$ cat src/rtl/cordic_arbiter_pkg.sv
// Shared definitions for the CORDIC pipeline arbiter: sequencer states,
// default pipeline word width and a ceiling-log2 helper for sizing counters.
package cordic_arbiter_pkg;

    localparam int unsigned CORDIC_DATA_WIDTH = 32;

    typedef enum logic [1:0] {
        StRun     = 2'd0,
        StDrain   = 2'd1,
        StDrained = 2'd2
    } arb_state_e;

    function automatic int unsigned ceil_log2(input int unsigned value);
        int unsigned result;
        result = 0;
        while ((64'd1 << result) < 64'(value)) begin
            result++;
        end
        return result;
    endfunction

endpackage

$ cat src/rtl/cordic_tag_fifo.sv
// Synchronous tag FIFO: remembers which requester owns each in-flight
// pipeline slot so in-order results can be routed back.
module cordic_tag_fifo import cordic_arbiter_pkg::*; #(
    parameter int unsigned WIDTH     = 2,
    parameter int unsigned DEPTH     = 8,
    parameter int unsigned CNT_WIDTH = ceil_log2(DEPTH + 1)
) (
    input  logic                 clk,
    input  logic                 reset,
    input  logic                 push,
    input  logic [WIDTH-1:0]     push_data,
    input  logic                 pop,
    output logic [WIDTH-1:0]     pop_data,
    output logic                 full,
    output logic                 empty,
    output logic [CNT_WIDTH-1:0] count
);

    localparam int unsigned PtrWidth = (DEPTH > 1) ? ceil_log2(DEPTH) : 1;

    logic [WIDTH-1:0]     mem_q [DEPTH];
    logic [PtrWidth-1:0]  wr_ptr_q, rd_ptr_q;
    logic [CNT_WIDTH-1:0] count_q;
    logic                 do_push, do_pop;

    assign full     = (count_q == CNT_WIDTH'(DEPTH));
    assign empty    = (count_q == '0);
    assign count    = count_q;
    assign pop_data = mem_q[rd_ptr_q];
    assign do_push  = push && !full;
    assign do_pop   = pop && !empty;

    // Storage array; contents need no reset since count gates every read.
    always_ff @(posedge clk) begin
        if (do_push) begin
            mem_q[wr_ptr_q] <= push_data;
        end
    end

    // Pointers wrap at DEPTH so non-power-of-two depths work.
    always_ff @(posedge clk) begin
        if (reset) begin
            wr_ptr_q <= '0;
            rd_ptr_q <= '0;
            count_q  <= '0;
        end else begin
            if (do_push) begin
                wr_ptr_q <= (wr_ptr_q == PtrWidth'(DEPTH - 1)) ? '0 : wr_ptr_q + PtrWidth'(1);
            end
            if (do_pop) begin
                rd_ptr_q <= (rd_ptr_q == PtrWidth'(DEPTH - 1)) ? '0 : rd_ptr_q + PtrWidth'(1);
            end
            unique case ({do_push, do_pop})
                2'b10:   count_q <= count_q + CNT_WIDTH'(1);
                2'b01:   count_q <= count_q - CNT_WIDTH'(1);
                default: count_q <= count_q;
            endcase
        end
    end

endmodule

$ cat src/rtl/cordic_arbiter.sv
// Round-robin arbiter sharing one CORDIC pipeline among NUM_REQ requesters,
// with tag-based result routing and a drain sequencer.
// Optional build macro CORDIC_ARB_PRIO_EN: requester 0 always wins and the
// round-robin pointer rotates only among requesters 1..NUM_REQ-1.
module cordic_arbiter import cordic_arbiter_pkg::*; #(
    parameter int unsigned NUM_REQ      = 4,
    parameter int unsigned REQ_ID_WIDTH = 2,
    parameter int unsigned MAX_INFLIGHT = 8,
    parameter int unsigned DATA_WIDTH   = CORDIC_DATA_WIDTH
) (
    input  logic                          clk,
    input  logic                          reset,
    input  logic [NUM_REQ-1:0]            req_valid,
    input  logic [NUM_REQ*DATA_WIDTH-1:0] req_data,
    output logic [NUM_REQ-1:0]            req_ready,
    output logic [DATA_WIDTH-1:0]         pipe_in_data,
    output logic                          pipe_in_valid,
    input  logic [DATA_WIDTH-1:0]         pipe_out_data,
    input  logic                          pipe_out_valid,
    output logic [NUM_REQ-1:0]            resp_valid,
    output logic [DATA_WIDTH-1:0]         resp_data,
    input  logic                          drain_req,
    output logic                          drain_done,
    output logic                          err_orphan
);

    localparam int unsigned CntWidth = ceil_log2(MAX_INFLIGHT + 1);

    arb_state_e              state_q, state_d;
    logic [REQ_ID_WIDTH-1:0] rr_ptr_q, rr_ptr_d;
    logic [REQ_ID_WIDTH-1:0] scan_idx;
    logic [REQ_ID_WIDTH-1:0] grant_id;
    logic                    grant_any;
    logic [DATA_WIDTH-1:0]   sel_data;
    logic [NUM_REQ-1:0]      rr_cand;
    logic                    prio_hit;
    logic                    issue_ok;

    logic                    fifo_full, fifo_empty, fifo_pop;
    logic [REQ_ID_WIDTH-1:0] pop_tag;
    logic [CntWidth-1:0]     inflight;

    logic                    pipe_in_valid_q;
    logic [DATA_WIDTH-1:0]   pipe_in_data_q;
    logic [NUM_REQ-1:0]      resp_valid_q;
    logic [DATA_WIDTH-1:0]   resp_data_q;
    logic                    err_orphan_q;

`ifdef CORDIC_ARB_PRIO_EN
    assign rr_cand  = req_valid & ~NUM_REQ'(1);
    assign prio_hit = req_valid[0];
`else
    assign rr_cand  = req_valid;
    assign prio_hit = 1'b0;
`endif

    // Full FIFO blocks issue even if a result pops in the same cycle.
    assign issue_ok = !reset && (state_q == StRun) && !drain_req && !fifo_full;
    assign fifo_pop = pipe_out_valid && !fifo_empty;

    // Grant: first candidate scanning upward from rr_ptr, plus the selected command word.
    always_comb begin
        grant_any = 1'b0;
        grant_id  = '0;
        scan_idx  = '0;
        sel_data  = '0;
        if (issue_ok) begin
            if (prio_hit) begin
                grant_any = 1'b1;
            end else begin
                for (int k = 0; k < NUM_REQ; k++) begin
                    scan_idx = REQ_ID_WIDTH'((32'(rr_ptr_q) + 32'(k)) % NUM_REQ);
                    if (!grant_any && rr_cand[scan_idx]) begin
                        grant_any = 1'b1;
                        grant_id  = scan_idx;
                    end
                end
            end
        end
        for (int i = 0; i < NUM_REQ; i++) begin
            if (REQ_ID_WIDTH'(i) == grant_id) begin
                sel_data = req_data[i*DATA_WIDTH +: DATA_WIDTH];
            end
        end
        req_ready = grant_any ? (NUM_REQ'(1) << grant_id) : '0;
    end

    // Pointer advance past the winner; a priority grant leaves it alone.
    always_comb begin
        rr_ptr_d = rr_ptr_q;
        if (grant_any) begin
`ifdef CORDIC_ARB_PRIO_EN
            if (grant_id != '0) begin
                rr_ptr_d = (grant_id == REQ_ID_WIDTH'(NUM_REQ - 1)) ? REQ_ID_WIDTH'(1)
                                                                    : grant_id + REQ_ID_WIDTH'(1);
            end
`else
            rr_ptr_d = (grant_id == REQ_ID_WIDTH'(NUM_REQ - 1)) ? '0
                                                                : grant_id + REQ_ID_WIDTH'(1);
`endif
        end
    end

    // Drain sequencer next state.
    always_comb begin
        state_d = state_q;
        unique case (state_q)
            StRun: begin
                if (drain_req) state_d = StDrain;
            end
            StDrain: begin
                if (!drain_req) begin
                    state_d = StRun;
                end else if (inflight == '0 && resp_valid_q == '0) begin
                    state_d = StDrained;
                end
            end
            StDrained: begin
                if (!drain_req) state_d = StRun;
            end
            default: state_d = StRun;
        endcase
    end

    // State, pointer and output registers.
    always_ff @(posedge clk) begin
        if (reset) begin
            state_q         <= StRun;
            rr_ptr_q        <= '0;
            pipe_in_valid_q <= 1'b0;
            pipe_in_data_q  <= '0;
            resp_valid_q    <= '0;
            resp_data_q     <= '0;
            err_orphan_q    <= 1'b0;
        end else begin
            state_q         <= state_d;
            rr_ptr_q        <= rr_ptr_d;
            pipe_in_valid_q <= grant_any;
            if (grant_any) begin
                pipe_in_data_q <= sel_data;
            end
            resp_valid_q <= fifo_pop ? (NUM_REQ'(1) << pop_tag) : '0;
            if (fifo_pop) begin
                resp_data_q <= pipe_out_data;
            end
            // A result with no owner is dropped and flagged until reset.
            if (pipe_out_valid && fifo_empty) begin
                err_orphan_q <= 1'b1;
            end
        end
    end

    cordic_tag_fifo #(
        .WIDTH     (REQ_ID_WIDTH),
        .DEPTH     (MAX_INFLIGHT),
        .CNT_WIDTH (CntWidth)
    ) u_tag_fifo (
        .clk       (clk),
        .reset     (reset),
        .push      (grant_any),
        .push_data (grant_id),
        .pop       (fifo_pop),
        .pop_data  (pop_tag),
        .full      (fifo_full),
        .empty     (fifo_empty),
        .count     (inflight)
    );

    assign pipe_in_valid = pipe_in_valid_q;
    assign pipe_in_data  = pipe_in_data_q;
    assign resp_valid    = resp_valid_q;
    assign resp_data     = resp_data_q;
    assign err_orphan    = err_orphan_q;
    assign drain_done    = (state_q == StDrained);

endmodule

$ cat config.mk
export PLATFORM = sky130hd
export DESIGN_NAME = cordic_arbiter
export DESIGN_NICKNAME = d
export VERILOG_FILES = /design/src/rtl/cordic_arbiter_pkg.sv /design/src/rtl/cordic_tag_fifo.sv /design/src/rtl/cordic_arbiter.sv
export SDC_FILE = /design/constraint.sdc
export NUM_CORES = 1
export LEC_CHECK = 0
export ABC_AREA = 1
export CORE_ASPECT_RATIO = 1.5
export CORE_MARGIN = 8
export CORE_UTILIZATION = 42
export CTS_BUF_LIST = sky130_fd_sc_hd__clkbuf_16
export DETAILED_ROUTE_END_ITERATION = 7
export HOLD_SLACK_MARGIN = 0.02
export PLACE_DENSITY = 0.92
export SLEW_MARGIN = 20
export SYNTH_ARGS = -nofsm -noshare
export SYNTH_HDL_FRONTEND = slang
export SYNTH_SLANG_ARGS = --single-unit
$ cat constraint.sdc
create_clock -name clk -period 3.98 [get_ports clk]
set_input_delay 0.597 -clock clk [delete_from_list [all_inputs] [get_ports clk]]
set_output_delay 0.597 -clock clk [all_outputs]
set_load 0.01 [all_outputs]
Word level (Yosys, flattened, before mapping)
Memory sizes are Yosys's and may differ from the RTL's. A register that Yosys moved wholly into a read port is not among the register bits.
Cells that the tools add are included.
{"block": "word_totals", "regBits": 84, "mem_count": 1, "ramBits": 16, "out_inout_bits": 75}
{"block": "classes", "shifts": 2, "n_bitwise": 1, "muxes": 39, "reduce_logical": 25, "eq_ne": 14, "addsub": 8, "n_lt_le_gt_ge": 4}
{"memory": "u_tag_fifo.mem_q", "depth": 8, "word_bits": 2, "rd": 1, "rd_clocked_by_memory_dff": 1, "write_ports": 1, "line": "cordic_tag_fifo.sv:21", "rtl": "logic [WIDTH-1:0] mem_q [DEPTH];"}
{"op": "2-to-1 mux 32 bit", "count": 4}
{"op": "2-to-1 mux 2 bit", "count": 10}
{"op": "2-to-1 mux 1 bit", "count": 14}
{"op": "less-than comparator 2 x 3 -> 1 bit (second input constant)", "count": 4}
{"op": "2-to-1 mux 3 bit", "count": 4}
{"op": "logical AND 1 bit", "count": 11}
{"op": "binary-select mux 1 bit (select 2 bit)", "count": 4}
{"op": "logical NOT 4 bit", "count": 2}
{"op": "one-hot mux 4 bit (2 select lines)", "count": 1}
{"op": "<< shifter 1 x 2 -> 4 bit (first input constant)", "count": 2}
{"op": "logical NOT 1 bit", "count": 7}
{"op": "adder 3 x 1 -> 3 bit (second input constant)", "count": 2}
{"op": "equality test 2 bit (second input constant)", "count": 3}
{"op": "equality test 3 bit (second input constant)", "count": 2}
{"op": "one-hot mux 2 bit (3 select lines)", "count": 1}
{"op": "adder 2 x 1 -> 2 bit (second input constant)", "count": 2}
{"op": "adder 2 bit (second input constant)", "count": 2}
{"op": "adder 4 x 1 -> 4 bit (second input constant)", "count": 1}
{"op": "equality test 2 x 1 -> 1 bit (second input constant)", "count": 2}
{"op": "equality test 2 bit (first input constant)", "count": 2}
{"op": "equality test 4 bit (second input constant)", "count": 1}
{"op": "logical NOT 2 bit", "count": 2}
{"op": "2-to-1 mux 4 bit", "count": 1}
{"op": "!= test 2 bit (second input constant)", "count": 2}
{"op": "7 further kinds", "count": 7}

Longest topological paths before layout
Gate-level depths: netlist of the first run.
{"block": "depth", "ltp_word": 22, "mapped_depth": 25, "depth_no_buf": 23}

Cells and area by module
A second synthesis of the first run with hierarchy kept.
{"block": "hier_totals", "cells_unflattened": 825, "area_unflattened_um2": 5521.5}
{"module": "cordic_arbiter", "n_inst": 1, "seq_area_each_um2": 1481.4, "cells_each": 683, "area_each_um2": 4162.7}
{"module": "cordic_tag_fifo", "n_inst": 1, "seq_area_each_um2": 740.7, "cells_each": 142, "area_each_um2": 1358.8}

Least setup slack after synthesis of the first run
Ideal clock, no wire load.
{"block": "synth_path", "kind": "input port to output port", "from": "input reset", "to": "output req_ready[2]", "required_time_ps": 3383, "path_stages": 12, "path_slack_ps": 699, "path_buffers": 4, "arrival_ps": 2684, "cell_sequence": "nor2_1 nand3_1 a31oi_1 buf_2 buf_2 nand2_1 nor2_1 ha_1 clkbuf_1 inv_1 clkbuf_1 nor2_1"}
{"block": "synth_between", "elab_chain_cells": 7}
{"element": "start, declared", "line": "cordic_arbiter.sv:12", "rtl": "input logic reset,"}
{"element": "logical NOT 1 bit", "line": "cordic_arbiter.sv:58", "rtl": "assign issue_ok = !reset && (state_q == StRun) && !drain_req && !fifo_full;"}
{"element": "logical AND 1 bit (3 in series)", "line": "cordic_arbiter.sv:58"}
{"element": "2-to-1 mux 2 bit", "line": "cordic_arbiter.sv:67", "rtl": "if (issue_ok) begin"}
{"element": "named net grant_id[1]", "line": "cordic_arbiter.sv:32", "rtl": "logic [REQ_ID_WIDTH-1:0] grant_id;"}
{"element": "<< shifter 1 x 2 -> 4 bit", "line": "cordic_arbiter.sv:85", "rtl": "req_ready = grant_any ? (NUM_REQ'(1) << grant_id) : '0;"}
{"element": "2-to-1 mux 4 bit", "line": "cordic_arbiter.sv:85"}
{"element": "end, declared", "line": "cordic_arbiter.sv:15", "rtl": "output logic [NUM_REQ-1:0] req_ready,"}
The timed path passes the listed nets, and every way through them passes these cells.

Worst setup path in the final report of the first run
{"block": "layout_path", "from": "input req_valid[3]", "to": "output req_ready[3]"}
{"block": "layout_between", "elab_chain_cells": 18}
{"element": "start, declared", "line": "cordic_arbiter.sv:13", "rtl": "input logic [NUM_REQ-1:0] req_valid,"}
{"element": "binary-select mux 1 bit (select 2 bit)", "line": "cordic_arbiter.sv:73", "rtl": "if (!grant_any && rr_cand[scan_idx]) begin"}
{"element": "2-to-1 mux 1 bit (implied by the code)", "line": "cordic_arbiter.sv:73"}
{"element": "2-to-1 mux 1 bit", "line": "cordic_arbiter.sv:73"}
{"element": "2-to-1 mux 1 bit", "line": "cordic_arbiter.sv:67"}
{"element": "logical NOT 1 bit", "line": "cordic_arbiter.sv:73"}
{"element": "logical AND 1 bit", "line": "cordic_arbiter.sv:73"}
{"element": "2-to-1 mux 1 bit", "line": "cordic_arbiter.sv:73"}
{"element": "2-to-1 mux 1 bit", "line": "cordic_arbiter.sv:67"}
{"element": "(+3 left out)"}
{"element": "2-to-1 mux 1 bit", "line": "cordic_arbiter.sv:67"}
{"element": "logical NOT 1 bit", "line": "cordic_arbiter.sv:73"}
{"element": "logical AND 1 bit", "line": "cordic_arbiter.sv:73"}
{"element": "2-to-1 mux 2 bit (*)", "line": "cordic_arbiter.sv:73"}
{"element": "2-to-1 mux 2 bit (*)", "line": "cordic_arbiter.sv:67"}
{"element": "named net grant_id[1]", "line": "cordic_arbiter.sv:32"}
{"element": "<< shifter 1 x 2 -> 4 bit (*)", "line": "cordic_arbiter.sv:85"}
{"element": "2-to-1 mux 4 bit (*)", "line": "cordic_arbiter.sv:85"}
The timed path passes the listed nets; every way through them passes the cells marked *. The select of a mux whose other input is x is not followed.

==> results of run 1 <==
-- layout by cell type (no fill, tap or decap), types with 10 or more instances in the layout --
cell type,instances
a21oi_1,39
edfxtp_1,16
dfxtp_1,87
o21ai_0,80
ha_1,11
inv_1,30
nor2_1,169
nand2_1,214
or2_2,33
clkdlybuf4s50_1,242
nand3_1,45
nor2_2,11
clkbuf_16,10
buf_4,15
-- worst max-delay path, cell delays in order --
cell and delay [ps]:
clkdlybuf4s50_1 430, inv_1 70, nand2_1 60, nand3_1 130, nand2_1 120, nor2_4 170, nand2_1 60, nor2_1 120
nor2_1 70, nor2_1 220, ha_1 210, inv_1 60, nor2_1 120, clkdlybuf4s50_1 590
-- sequential cells by signal (all words and copies together), names as in the netlist, 2 cells and up, named ones only --
name	count
pipe_in_data	32
resp_data	32
u_tag_fifo.mem_q	16
resp_valid	4
u_tag_fifo.count	4
u_tag_fifo.rd_ptr_q	3
u_tag_fifo.wr_ptr_q	3
rr_ptr_q	2
state_q	2
-- final cells by class --
| cell class | instances | area, um^2 | share of cell area |
|---|---|---|---|
| tap | 159 | 199 | 0.0241 |
| inverter | 34 | 130 | 0.0158 |
| clock inverter | 6 | 50.0 | 0.00607 |
| clock buffer | 10 | 250 | 0.0303 |
| multi-input combinational | 624 | 2860 | 0.347 |
| timing repair buffer | 257 | 2530 | 0.307 |
| sequential | 103 | 2220 | 0.269 |
-- synthesized netlist by cell type, types with 10 or more instances --
cell type and number:
edfxtp_1 16, nor2_1 170, clkbuf_1 27, o21ai_0 80, dfxtp_1 87, nand3_1 45
inv_1 31, a21oi_1 39, or2_2 33, nor2_2 10, ha_1 11, buf_2 10
nand2_1 214
-- cell families after synthesis --
family	synth area share
AOI/OAI and AO/OA	0.118
xor gates and xnor gates	0.00484
adders and majority gates	0.0254
buffers and inverters	0.0657
DFF	0.410
and+or+nand+nor	0.376
-- power groups by stage --
stage	combinational [W]	clock [W]	sequential, W
finish	0.00178	0.000875	0.00144
global route	0.00201	0.000947	0.00147
CTS	0.00179	0.000891	0.00144
detailed placement	0.00178	0	0.00146
global placement	0.00174	0	0.00145
floorplan	0.000947	0	0.00152
-- worst max-delay path by stage --
| stage | from | depth (start not counted) | endpoint |
|---|---|---|---|
| 6_report | req_valid[3] | 14 | req_ready[3] |
| 3_5_place_dp | req_valid[3] | 14 | req_ready[3] |
| 4_1_cts | req_valid[3] | 14 | req_ready[3] |
| 2_1_floorplan | reset | 12 | req_ready[2] |
| 3_3_place_gp | drain_req | 11 | req_ready[2] |
| 5_1_grt | req_valid[3] | 14 | req_ready[3] |
-- metal layers --
metal	vias up	GRT usage	routed length, um	share of wire
met2	226	0.366	9060	0.52
met3	26	0.0654	1530	0.087
met5	-	0	0	0
li1	3016	-	-	-
met4	0	0.0845	481	0.027
met1	2630	0.222	6500	0.37
-- per-stage QoR --
stage / cells / hold slack (ps) / area [um^2] / util
5_1_grt: 1193 / 477 / 8250 / 0.643
2_1_floorplan: 810 / 468 / 5430 / -
6_report: 1193 / 449 / 8250 / 0.643
3_3_place_gp: 1177 / 439 / 7950 / 0.620
3_5_place_dp: 1177 / 446 / 7950 / 0.620
4_1_cts: 1193 / 456 / 8250 / 0.643
==> summary.txt, run 1 <==
Outcome
  • Status: finished, final reports clean

Floorplan
  • Row cnt: 51
  • Die height: 155 um
  • Starting density of the core: 0.423
  • Chip width: 109 um
  • Area of the core: about 0.013 mm^2
  • Die area: 0.0169 mm^2
  • I/O Pins: 243

Detailed routing
  • Vias/cell: ~4.9
  • DR WL/cell: 14.7 um
  • Routed Antenna Nets: 0
  • First-pass DRT Iterations: 5
  • Drt total wl: approximately 18,000 um
  • Vias: 5,898
  • Drt initial violations: 249
  • DRC: 0

Place
  • RePlAce Congestion: 0.868
  • HPWL Detailed: 13,500 um
  • # port buffers: 242
  • Pre-CTS setup slack: 372 ps

Critical path
  • Worst path arrival time: 3040 ps
  • Reg2reg end: pipe_in_data[17]
  • Reg-to-reg setup timing slack: 810 ps
  • Setup crit start kind: input pin
  • Critical-path maximum fanout: 3
  • Worst Setup End Kind: primary output
  • RR Startpoint: rr_ptr_q[0]
  • Critical path class: input pin to primary output
  • R2R cell count: 20
  • CP Data Required Time: 3380 ps

Timing
  • Fin. Hold Viols: 0
  • Post-route setup TNS: 0 ps
  • Setup slack after layout: around 350 ps
  • Max Slew Vio Count: 0
  • RSZ-0062 raised after global routing: false
  • Max Clock Freq: 275 MHz
  • Period utilization: 0.913
  • Min Tclk post-route: 3630 ps
  • Final setup fails: 0
  • Worst-Margin Slew: ~760 ps
  • Worst Skew: 12.0 ps
  • Worst slew margin: 0.494

Global route
  • First-pass GRT wire length: 28,100 um
  • Vias in the first global route: 5,861
  • Largest net degree at the start of global routing: 65
  • Initial antenna violation count: 0
  • Global route overflow: 0
  • Overall Global Routing Usage: 0.208

Yosys
  • Area share of the largest cell type after synthesis: 0.321
  • Synth unique cells: 32
  • Post-synth ARST share: 0
  • FF+latch count, synth: about 100
  • Area of the mapped netlist: 0.00543 mm^2
  • Syn Nets: roughly 990
  • Avg Inst Size Synth: 6.70 um^2
  • Yosys top cell by area: dfxtp_1
  • Synth Flop Type: dfxtp_1
  • Top cells by area, synth: dfxtp_1 (32%), nand2_1 (15%), nor2_1 (12%), edfxtp_1 (8.9%), o21ai_0 (7.4%)
  • Number of synthesized flops with an enable pin: 16
  • Syn Inst Count: 810
  • Ys Warns: 0
  • Post-synthesis sequential area ratio: 0.410

Layout
  • Fillers: 1,079
  • Share of layout cells above drive strength 1: 0.0812
  • Area delta synth->final: 52.1%
  • Fin nets: 1,208
  • Number of diodes: 0

Clocking
  • CTS tree: built
  • Sink Count: between 100 and 150
  • Reg clk slew, reported paths: 70 ps
  • H-tree levels: 3
  • CTS Buffer Depth: 2
  • # hold bufs at CTS: 0
  • Clock root buffer master: clkbuf_16
  • CTS Buf Count: 9
  • Setup bufs post-CTS: 0
  • Resize count post-CTS: 0
  • Skew-Pair Late Insertion Delay: 350 ps

Power and ir drop
  • Total power: 0.00410 W
  • Sw Ratio: 0.367
  • Logic pwr share: 0.436
  • Cell Pwr Density: 496 mW/mm^2
  • Sw Pwr: 0.00150 W
  • Reg power frac: 0.351
  • Clk pwr share: 0.214
  • P_int: 0.00259 W
  • Leakage: ~3.6 nW
  • Maximum vdd drop: 0.227 mV

Hold path
  • Hold_sp: err_orphan
  • Hold path depth: 2
  • Hold endpoint: err_orphan
  • Hold/Removal Path Class: register to register

Flow run
  • Max Cap Viol: 0
(Power assumes the default switching activity.)
==> run 2, diff against run 1 <==
ABC_AREA = unset   (was 1)
HOLD_SLACK_MARGIN = unset   (was 0.02)
PLACE_DENSITY = 0.93   (was 0.92)
==> summary.txt, run 2 <==
Outcome
  • Status: finished, final reports clean (unchanged)

Global route
  • Largest net degree at the start of global routing: 82 (was 65)
  • First-pass GRT wire length: 27,000 um (was 28,100 um)
  • Overall Global Routing Usage: 0.206 (was 0.208)
  • Initial antenna violation count: 0 (unchanged)
  • Global route overflow: 0 (unchanged)
  • Vias in the first global route: 5,419 (was 5,861)

Yosys
  • Yosys top cell by area: dfxtp_1 (unchanged)
  • Ys Warns: 0 (unchanged)
  • Mux contribution to synthesized area: 0.0231 (was 0)
  • Syn Inst Count: 597 (was 810)
  • FF+latch count, synth: 103 (unchanged)
  • Post-synth ARST share: 0 (unchanged)
  • Number of synthesized flops with an enable pin: 16 (unchanged)
  • Commonest cells in the netlist: dfxtp_1 (87), nand2_1 (81), a21oi_1 (77) (was nand2_1 (214), nor2_1 (170), dfxtp_1 (87))
  • Area of the mapped netlist: 0.00520 mm^2 (was 0.00543 mm^2)
  • Largest family of logic cells by synthesized area: simple AND/OR/NAND/NOR gates (unchanged)
  • Syn Nets: 776 (was 989)
  • Synth unique cells: 43 (was 32)
  • XOR/XNOR share of the synthesized area: 0.00505 (was 0.00484)
  • Synth Flop Type: dfxtp_1 (unchanged)
  • Compound-Gate Fraction of Synth Area: 0.195 (was 0.118)
  • Avg Inst Size Synth: 8.71 um^2 (was 6.70 um^2)
  • Adder-cell share of the synthesized area: 0.0265 (was 0.0254)
  • Simple logic cell fraction of the synthesized area: 0.248 (was 0.376)
  • Top cells by area, synth: dfxtp_1 (33%), edfxtp_1 (9.2%), a21oi_1 (7.4%), nor3_2 (6.2%), nand2_1 (5.8%) (was dfxtp_1 (32%), nand2_1 (15%), nor2_1 (12%), edfxtp_1 (8.9%), o21ai_0 (7.4%))
  • Post-synthesis sequential area ratio: 0.427 (was 0.410)
  • Most frequent cell after synthesis: dfxtp_1 (was nand2_1)
  • Area share of the largest cell type after synthesis: 0.335 (was 0.321)

Layout
  • Share of layout cells above drive strength 1: 0.0907 (was 0.0812)
  • Number of diodes: 0 (unchanged)
  • Most common cell after layout, fill and taps aside: clkdlybuf4s50_1 (unchanged)
  • Fin nets: 990 (was 1,208)
  • Area delta synth->final: 54.4% (was 52.1%)
  • Commonest cells after routing, fill and taps aside: clkdlybuf4s50_1 (241), dfxtp_1 (87), nand2_1 (81) (was clkdlybuf4s50_1 (242), nand2_1 (214), nor2_1 (169))
  • Fin area: 0.00803 mm^2 (was 0.00825 mm^2)

Timing
  • Worst-Margin Slew: 1070 ps (was 758 ps)
  • Fin. Hold Viols: 0 (unchanged)
  • Period utilization: 0.956 (was 0.913)
  • Worst slew margin: 0.284 (was 0.494)
  • Final setup fails: 0 (unchanged)
  • Max Slew Vio Count: 0 (unchanged)
  • Min Tclk post-route: 3810 ps (was 3630 ps)
  • Hold slack: 453 ps (was 449 ps)
  • Setup slack after layout: 173 ps (was 347 ps)
  • RSZ-0062 raised after global routing: false (unchanged)
  • Post-route setup TNS: 0 ps (unchanged)
  • Worst Skew: 9.33 ps (was 12.0 ps)
  • Max Clock Freq: 263 MHz (was 275 MHz)

Detailed routing
  • Drt total wl: 17,100 um (was 17,600 um)
  • DR WL/cell: 17.6 um (was 14.7 um)
  • Vias: 5,199 (was 5,898)
  • DRC: 0 (unchanged)
  • Routed Antenna Nets: 0 (unchanged)
  • Drt initial violations: 208 (was 249)
  • First-pass DRT Iterations: 4 (was 5)
  • Vias/cell: 5.35 (was 4.94)

Clocking
  • Setup bufs post-CTS: 0 (unchanged)
  • Reg clk slew, reported paths: 70 ps (about the same)
  • Skew-Pair Late Insertion Delay: 350 ps (about the same)
  • Clock root buffer master: clkbuf_16 (unchanged)
  • Resize count post-CTS: 0 (unchanged)
  • CTS Buffer Depth: 2 (unchanged)
  • H-tree levels: 3 (unchanged)
  • CTS Buf Count: 9 (unchanged)
  • # hold bufs at CTS: 0 (unchanged)
  • CTS tree: built (unchanged)
  • Sink Count: 103 (unchanged)

Critical path
  • Worst Setup End Kind: primary output (unchanged)
  • Reg2reg end: u_tag_fifo.count[2] (was pipe_in_data[17])
  • R2R cell count: 12 (was 20)
  • CP Buf/Inv Count: 4 (unchanged)
  • CP Data Required Time: 3380 ps (about the same)
  • Crit path max-delay family: buffers and inverters (unchanged)
  • Worst path arrival time: 3210 ps (was 3040 ps)
  • Setup crit start kind: input pin (unchanged)
  • Critical path class: input pin to primary output (unchanged)
  • CP max stage cell: clkdlybuf4s50_1 (unchanged)
  • Worst stage delay on the critical path: 580 ps (was 590 ps)
  • RR Startpoint: u_tag_fifo.count[1] (was rr_ptr_q[0])
  • Worst path cell trace: clkdlybuf4s50_1 -> nor4_1 -> and3_2 -> inv_6 -> a2111oi_2 -> buf_4 -> ha_2 -> and2_1 -> clkdlybuf4s50_1 (was clkdlybuf4s50_1 -> inv_1 -> nand2_1 -> nand3_1 -> nand2_1 -> nor2_4 -> nand2_1 -> nor2_1 -> nor2_1 -> nor2_1 -> ha_1 -> inv_1 -> nor2_1 -> clkdlybuf4s50_1)
  • Reg-to-reg setup timing slack: 840 ps (was 810 ps)
  • Critical-path maximum fanout: 3 (unchanged)
  • CP most frequent cell: clkdlybuf4s50_1 (was nor2_1)

Power and ir drop
  • Logic pwr share: 0.374 (was 0.436)
  • Maximum vdd drop: 0.211 mV (was 0.227 mV)
  • Cell Pwr Density: 452 mW/mm^2 (was 496 mW/mm^2)
  • Sw Pwr: 0.00120 W (was 0.00150 W)
  • Sw Ratio: 0.332 (was 0.367)
  • Reg power frac: 0.373 (was 0.351)
  • P_int: 0.00242 W (was 0.00259 W)
  • Clk pwr share: 0.253 (was 0.214)
  • Leakage: 2.95 nW (was 3.57 nW)

Floorplan
  • Chip width: 107 um (was 109 um)
  • Area of the core: 0.0123 mm^2 (was 0.0128 mm^2)
  • Starting density of the core: 0.424 (was 0.423)
  • Die area: 0.0163 mm^2 (was 0.0169 mm^2)
  • I/O Pins: 243 (unchanged)
  • Die height: 152 um (was 155 um)
  • Row cnt: 50 (was 51)

Flow run
  • Max Cap Viol: 0 (unchanged)

Hold path
  • Hold path depth: 2 (unchanged)
  • Hold/Removal Path Class: register to register (unchanged)
  • Hold_sp: resp_data[8] (was err_orphan)
  • Hold endpoint: resp_data[8] (was err_orphan)

Place
  • Pre-CTS setup slack: 169 ps (was 372 ps)
  • # port buffers: 242 (unchanged)
  • RePlAce Congestion: 0.812 (was 0.868)
  • DP Area: 0.00772 mm^2 (was 0.00795 mm^2)
  • HPWL Detailed: 12,700 um (was 13,500 um)
run 2: changes by cell type in the layout (fill, tap and decap cells not counted), sizes merged, moves of 6 or more:
cell / before / now
a211oi: 0 / 32
o21ai: 81 / 5
a21oi: 39 / 77
nor3: 0 / 37
nand3: 46 / 2
a221oi: 0 / 32
or2: 33 / 0
nand3b: 3 / 33
nor2: 181 / 45
nand2: 217 / 81
inv: 36 / 42
run 2: cells by family (layout without fill, tap and decap cells):
logic type      count (synthesis)  after routing
mux                             7              7
buf+inv                        91            310
xor+xnor                        3              3
fa+ha+maj                      11             11
compound gates                154            154
simple gates                  228            228
flops                         103            103
run 2: metal layers:
| layer | up-vias | GRT usage | wire, um |
|---|---|---|---|
| met5 | - | 0 | 0 |
| met4 | 0 | 0.0855 | 467 |
| met3 | 29 | 0.0686 | 1510 |
| met2 | 219 | 0.367 | 8800 |
| met1 | 2394 | 0.212 | 6300 |
| li1 | 2557 | - | - |
run 2: worst max-delay path by stage:
stage              start      endpoint  slack (ps)  depth (start not counted)
2_1_floorplan      reset  req_ready[3]         300                         10
3_3_place_gp   drain_req  req_ready[3]         240                          9
3_5_place_dp   drain_req  req_ready[3]         170                          9
4_1_cts        drain_req  req_ready[3]         160                          9
5_1_grt        drain_req  req_ready[1]           9                          9
6_report       drain_req  req_ready[3]         170                          9
run 2: layout make-up:
class / count / area [um^2]
clock buffer: 9 / 225
clock inverter: 7 / 85.1
fill: 981 / 4230
inverter: 38 / 148
multi-input combinational: 403 / 2610
sequential: 103 / 2220
tap: 156 / 195
timing repair buffer: 256 / 2550
run 2: worst reg2reg max path, stage by stage (launching register included):
cell and delay (ps):
dfxtp_1 300, buf_4 160, or4b_1 530, and3_2 240, inv_6 60, buf_4 420, ha_1 360, xor2_1 180
ha_1 160, a21oi_1 50, xor2_1 150, or3_1 320, a21oi_1 140
run 2: power groups by stage:
stage               combinational (W)  clock (W)  sequential, W
floorplan                    0.000672          0        0.00142
global placement              0.00133          0        0.00136
detailed placement            0.00137          0        0.00138
CTS                           0.00137   0.000942        0.00135
global route                  0.00149   0.000982        0.00137
finish                        0.00136   0.000918        0.00135
run 2: through the flow:
step           utilization  instances  power (W)
3_3_place_gp         0.630        956    0.00270
3_5_place_dp         0.630        956    0.00274
2_1_floorplan            -        597    0.00210
6_report             0.655        972    0.00363
4_1_cts              0.655        972    0.00367
5_1_grt              0.655        972    0.00384
